File: src/rtl/game_ctrl.sv
// game_ctrl: game-flow controller for a VGA sprite game.
//
// Tracks the game state, the lives, the frame score and the speed level.
// A frame tick is taken on every falling edge of vs, so the score counts
// frames. Collisions between the player sprite and any hazard channel cost a
// life. Play only (re)starts during vertical blanking.
//
// Optional feature: define GAME_CTRL_PAUSE_EN to enable the RUN<->PAUSE
// toggle on pause rising edges. Without it the pause input is ignored.
//
// Ports:
//   CLK          system clock, rising edge
//   clrn         asynchronous active-low reset
//   start        start/restart request (level in IDLE, rising edge in OVER)
//   pause        pause toggle request (rising edge, GAME_CTRL_PAUSE_EN only)
//   vs           VGA vertical sync, 0 = blanking
//   px_player    player sprite pixel active
//   px_haz       hazard sprite pixels, one bit per channel
//   game_status  1 only in RUN
//   state        current state code
//   lives        lives remaining
//   score        frames survived in RUN (saturating)
//   speed        score >> LVL_SHIFT, saturated at 15
//   hit_id       hazard channels involved in the last hit
module game_ctrl #(
  parameter int unsigned N_HAZ      = 2,
  parameter int unsigned LIVES      = 3,
  parameter int unsigned SCORE_W    = 16,
  parameter int unsigned HIT_FRAMES = 60,
  parameter int unsigned LVL_SHIFT  = 8
) (
  input  logic               CLK,
  input  logic               clrn,
  input  logic               start,
  input  logic               pause,
  input  logic               vs,
  input  logic               px_player,
  input  logic [N_HAZ-1:0]   px_haz,
  output logic               game_status,
  output logic [2:0]         state,
  output logic [3:0]         lives,
  output logic [SCORE_W-1:0] score,
  output logic [3:0]         speed,
  output logic [N_HAZ-1:0]   hit_id
);

  typedef enum logic [2:0] {
    StIdle  = 3'd0,
    StArmed = 3'd1,
    StRun   = 3'd2,
    StPause = 3'd3,
    StHit   = 3'd4,
    StOver  = 3'd5
  } state_e;

  localparam logic [3:0]         LivesInit = 4'(LIVES);
  localparam logic [7:0]         HitLast   = 8'(HIT_FRAMES - 1);
  localparam logic [SCORE_W-1:0] LvlMax    = SCORE_W'(15);

  state_e             state_q, state_d;
  logic [3:0]         lives_q, lives_d;
  logic [SCORE_W-1:0] score_q, score_d;
  logic [N_HAZ-1:0]   hit_id_q, hit_id_d;
  logic [7:0]         hit_cnt_q, hit_cnt_d;
  logic               vs_q;
  logic               start_q;

  logic               frame_tick;
  logic               start_rise;
  logic [N_HAZ-1:0]   hit_vec;
  logic               collide;
  logic [SCORE_W-1:0] lvl;

  assign frame_tick = vs_q & ~vs;
  assign start_rise = start & ~start_q;
  assign hit_vec    = px_haz & {N_HAZ{px_player}};
  assign collide    = |hit_vec;

`ifdef GAME_CTRL_PAUSE_EN
  logic pause_q;
  logic pause_rise;

  assign pause_rise = pause & ~pause_q;

  always_ff @(posedge CLK or negedge clrn) begin
    if (!clrn) begin
      pause_q <= 1'b0;
    end else begin
      pause_q <= pause;
    end
  end
`else
  logic unused_pause;
  assign unused_pause = pause;
`endif

  always_ff @(posedge CLK or negedge clrn) begin
    if (!clrn) begin
      state_q   <= StIdle;
      lives_q   <= 4'd0;
      score_q   <= '0;
      hit_id_q  <= '0;
      hit_cnt_q <= 8'd0;
      vs_q      <= 1'b1;
      start_q   <= 1'b0;
    end else begin
      state_q   <= state_d;
      lives_q   <= lives_d;
      score_q   <= score_d;
      hit_id_q  <= hit_id_d;
      hit_cnt_q <= hit_cnt_d;
      vs_q      <= vs;
      start_q   <= start;
    end
  end

  always_comb begin
    state_d   = state_q;
    lives_d   = lives_q;
    score_d   = score_q;
    hit_id_d  = hit_id_q;
    hit_cnt_d = hit_cnt_q;

    case (state_q)
      StIdle: begin
        if (start) begin
          state_d  = StArmed;
          lives_d  = LivesInit;
          score_d  = '0;
          hit_id_d = '0;
        end
      end

      // Wait for blanking so play never begins mid-frame.
      StArmed: begin
        if (!vs) begin
          state_d = StRun;
        end
      end

      StRun: begin
        // Collision wins over pause and over a same-cycle score increment.
        if (collide) begin
          hit_id_d  = hit_vec;
          lives_d   = lives_q - 4'd1;
          hit_cnt_d = 8'd0;
          state_d   = (lives_q > 4'd1) ? StHit : StOver;
        end else begin
          if (frame_tick && (score_q != '1)) begin
            score_d = score_q + 1'b1;
          end
`ifdef GAME_CTRL_PAUSE_EN
          if (pause_rise) begin
            state_d = StPause;
          end
`endif
        end
      end

`ifdef GAME_CTRL_PAUSE_EN
      // Resume through ARMED so play restarts in blanking.
      StPause: begin
        if (pause_rise) begin
          state_d = StArmed;
        end
      end
`endif

      StHit: begin
        if (frame_tick) begin
          if (hit_cnt_q == HitLast) begin
            hit_cnt_d = 8'd0;
            state_d   = StArmed;
          end else begin
            hit_cnt_d = hit_cnt_q + 8'd1;
          end
        end
      end

      // Edge-detected so a button held through the fatal hit does not re-arm.
      StOver: begin
        if (start_rise) begin
          state_d  = StArmed;
          lives_d  = LivesInit;
          score_d  = '0;
          hit_id_d = '0;
        end
      end

      default: begin
        state_d = StIdle;
      end
    endcase
  end

  always_comb begin
    lvl   = score_q >> LVL_SHIFT;
    speed = (lvl >= LvlMax) ? 4'd15 : 4'(lvl);
  end

  assign game_status = (state_q == StRun);
  assign state       = state_q;
  assign lives       = lives_q;
  assign score       = score_q;
  assign hit_id      = hit_id_q;

endmodule

File: config.mk
export PLATFORM = sky130hd
export DESIGN_NAME = game_ctrl
export DESIGN_NICKNAME = d
export VERILOG_FILES = /design/src/rtl/game_ctrl.sv
export SDC_FILE = /design/constraint.sdc
export NUM_CORES = 1
export LEC_CHECK = 0
export CAP_MARGIN = 20
export CORE_MARGIN = 5
export CORE_UTILIZATION = 60
export CTS_CLUSTER_DIAMETER = 120
export DETAILED_ROUTE_END_ITERATION = 6
export DONT_BUFFER_PORTS = 1
export PLACE_DENSITY_LB_ADDON = 0.2
export SLEW_MARGIN = 20
export SYNTH_ARGS = -nofsm -noshare
export SYNTH_HDL_FRONTEND = slang
export SYNTH_SLANG_ARGS = --single-unit
File: constraint.sdc
create_clock -name CLK -period 2.2 [get_ports CLK]
set_input_delay 0.33 -clock CLK [delete_from_list [all_inputs] [get_ports CLK]]
set_output_delay 0.33 -clock CLK [all_outputs]
set_load 0.01 [all_outputs]
==> flow_summary.json <==
{
  "worst_pin_slew_ns": 0.5586,
  "synth_top_family_by_area": "simple AND/OR/NAND/NOR gates",
  "fillCellCount": 280,
  "yosysWarnings": 0,
  "synth_common_cells": "34 x dfrtp_1, 23 x o21ai_0, 22 x nand2_1",
  "synth_mux_area_share_pct": 1.576,
  "fp-row-count": 21,
  "port_buffers": 0,
  "path_clk_slew_ns": 0.11,
  "cts_buffer_depth": 2,
  "slew_headroom_pct": 62.41,
  "p_sw_share_pct": 37.75,
  "cts_buffers": 5,
  "ios": 38,
  "hold_path_class": "in2reg",
  "path_max_fanout": 9,
  "finalSetupViolations": 0,
  "h-tree-depth": 2,
  "worstSetupPathType": "reg2reg",
  "yosys.area_share.simple_pct": 27.15,
  "ys.flop_type": "dfrtp_1",
  "drtAntennaViolNets": 0,
  "crit_path_start_kind": "flip-flop",
  "p_leak_nw": 1.081,
  "first_global_vias": 1920,
  "hpwl_um": 3667,
  "max_freq_mhz": 479.6,
  "fp.dieH_um": 68.66,
  "num_vias": 1982,
  "synthMostInstantiatedCell": "dfrtp_1",
  "power_frac_seq_pct": 41.6,
  "pre_cts_ws_ns": 0.1641,
  "grt_usage_pct": 25.00,
  "status": "complete, no violations",
  "yosysSeqAreaShare_pct": 42.48,
  "hold_viol": 0,
  "intPower_mw": 1.253,
  "overflow": 0,
  "hold_ws_ns": 0.1013,
  "drv_cap": 0,
  "die_w_um": 68.66,
  "via_per_inst": 6.520,
  "core-area_um2": 3337,
  "syn_inst": 231,
  "place_inst": 289,
  "post_drt_wl_per_cell_um": 17.44,
  "synth_edf_count": 0,
  "synth-adder-area-share_pct": 2.424,
  "grt_pass1_wl_um": 8742,
  "place.gp.congestion": 0.9353,
  "layoutNonFillerInstCount": 304,
  "worstSetupStartpoint": "vs_q$_DFF_PN1_",
  "cp.required_ns": 2.44,
  "start_util_pct": 61.87,
  "cts_tree": "yes",
  "peakVddDrop_mv": 0.4038,
  "firstDrtPassIters": 5,
  "power_density_nw_per_um2": 841.1,
  "yosysTopAreaCell": "dfrtp_1",
  "cp-end-kind": "flip-flop",
  "drv_slew": 0,
  "synthToLayoutAreaGrowth_pct": 15.88,
  "drive_gt1_share_pct": 16.67,
  "clock_latency_ns": 0.35,
  "wirelength_um": 5303,
  "post-route-period-util_pct": 94.78,
  "grt_max_degree": 36,
  "cts_root_buffer": "clkbuf_4",
  "synth_top_area_share_pct": 41.21,
  "antenna_found_initial": 0,
  "synth_compound_area_share_pct": 21.76,
  "dr.first_iter.drc_count": 206,
  "yosys_register_bits": 35,
  "finClkSkew_ns": 0.007616,
  "async_reset_ff_share_pct": 100.0,
  "drcViolationCount": 0,
  "p_total_mw": 2.012,
  "layout_setup_ws_ns": 0.1149,
  "worstHoldStart": "px_player",
  "avgSynthCellArea_um2": 8.937,
  "netSwitchingPower_uw": 759.6,
  "pwr-share-clk_pct": 24.7,
  "clock-sinks": 35,
  "syn_area_um2": 2064,
  "p_comb_share_pct": 33.7,
  "synthTopCellsByArea": "dfrtp_1 41%, o21ai_0 5.6%, nand2_1 4.0%",
  "r2r-start": "vs_q$_DFF_PN1_",
  "min_period_ns": 2.085,
  "diodes": 0,
  "fin_tns_setup_ns": 0,
  "worstPathArrival_ns": 2.33,
  "synth_xor_area_share_pct": 0,
  "final_nets": 269,
  "synth_nets": 243,
  "ff2ff_setup_slack_ns": 0.11,
  "dieArea_um2": 4714,
  "synth_cell_types": 48
}
stage by stage:
stage / utilization, % / instance area, um^2
floorplan: - / 2064
global placement: 66.82 / 2230
detailed placement: 66.82 / 2230
CTS: 70.90 / 2366
global route: 71.69 / 2392
finish: 71.69 / 2392
power by group through the flow:
stage               Clock [mW]  Sequential [mW]  Combinational [mW]
floorplan                    0            0.829               0.450
global placement             0            0.842               0.592
detailed placement           0            0.851               0.617
CTS                      0.509            0.838               0.641
global route             0.540            0.851               0.743
finish                   0.496            0.837               0.679
registers in the layout (all words and copies together) (netlist names):
register,flops
hit_cnt_q,8
start_q,1
lives,4
vs_q,1
hit_id,2
score,16
state,3
worst paths after layout:
path                       cells after the start                  endpoint
max                                            5      score[5]$_DFFE_PN0P_
min                                            2     hit_id[0]$_DFFE_PN0P_
max reg2reg                                    5      score[5]$_DFFE_PN0P_
min reg2reg                                    1  hit_cnt_q[7]$_DFFE_PN0P_
max in group asynchronous                      2            vs_q$_DFF_PN1_
min in group asynchronous                      2     score[14]$_DFFE_PN0P_
cell usage in the layout (no fill, tap or decap), types with 4 or more instances in the layout:
cell type   n
a21oi_1    12
a31oi_1     6
and3_1      4
buf_4      27
clkbuf_4    5
dfrtp_1    34
ha_1        4
inv_1       5
nand2_1    22
nand2b_1    7
nand3_1    15
nand4_1     5
nor2_1     12
nor2b_1     7
nor4_1      7
o211ai_1    6
o21ai_0    23
o31ai_1     6
or4_1       4
per-layer routing:
layer	up-vias	global-route usage, %	share of wire, %
li1	928	-	-
met1	959	28.98	40
met2	80	41.12	50
met3	15	8.428	7.5
met4	0	12.16	2.4
met5	-	0	0
worst max-delay path, cell delays in order (launching register included):
cell     delay (ns)
dfstp_2        0.54
nor2b_1        0.25
nand2_1        0.11
or3_1          0.54
o211a_1        0.27
a211o_1        0.26
layout make-up:
cell class,count,area (um^2),area share [%]
well taps,46,57.56,2.406
multi-input cells,178,1092,45.66
inverters,6,26.28,1.098
clock inverters,2,35.03,1.464
flip-flops and latches,35,877.1,36.66
repair buffers,31,252.7,10.56
clock buffers,6,51.30,2.144
kinds of logic (layout without fill, tap and decap cells):
group	count (synthesis)	count (layout)
multiplexers	3	3
adder cells (fa/ha/maj)	4	4
AO/OA/AOI/OAI	70	70
flip-flops	35	35
buffers and inverters	18	45
AND/OR/NAND/NOR	101	101
what timing repair did:
| item | 4_1_cts | 5_1_grt |
|---|---|---|
| hold buffers | 4 | 0 |
| setup endpoints to repair | 0 | 2 |
| buffers inserted | 0 | 3 |
| hold endpoints to repair | 37 | 0 |
| resized for setup | 0 | 2 |
(Power assumes the default switching activity.)
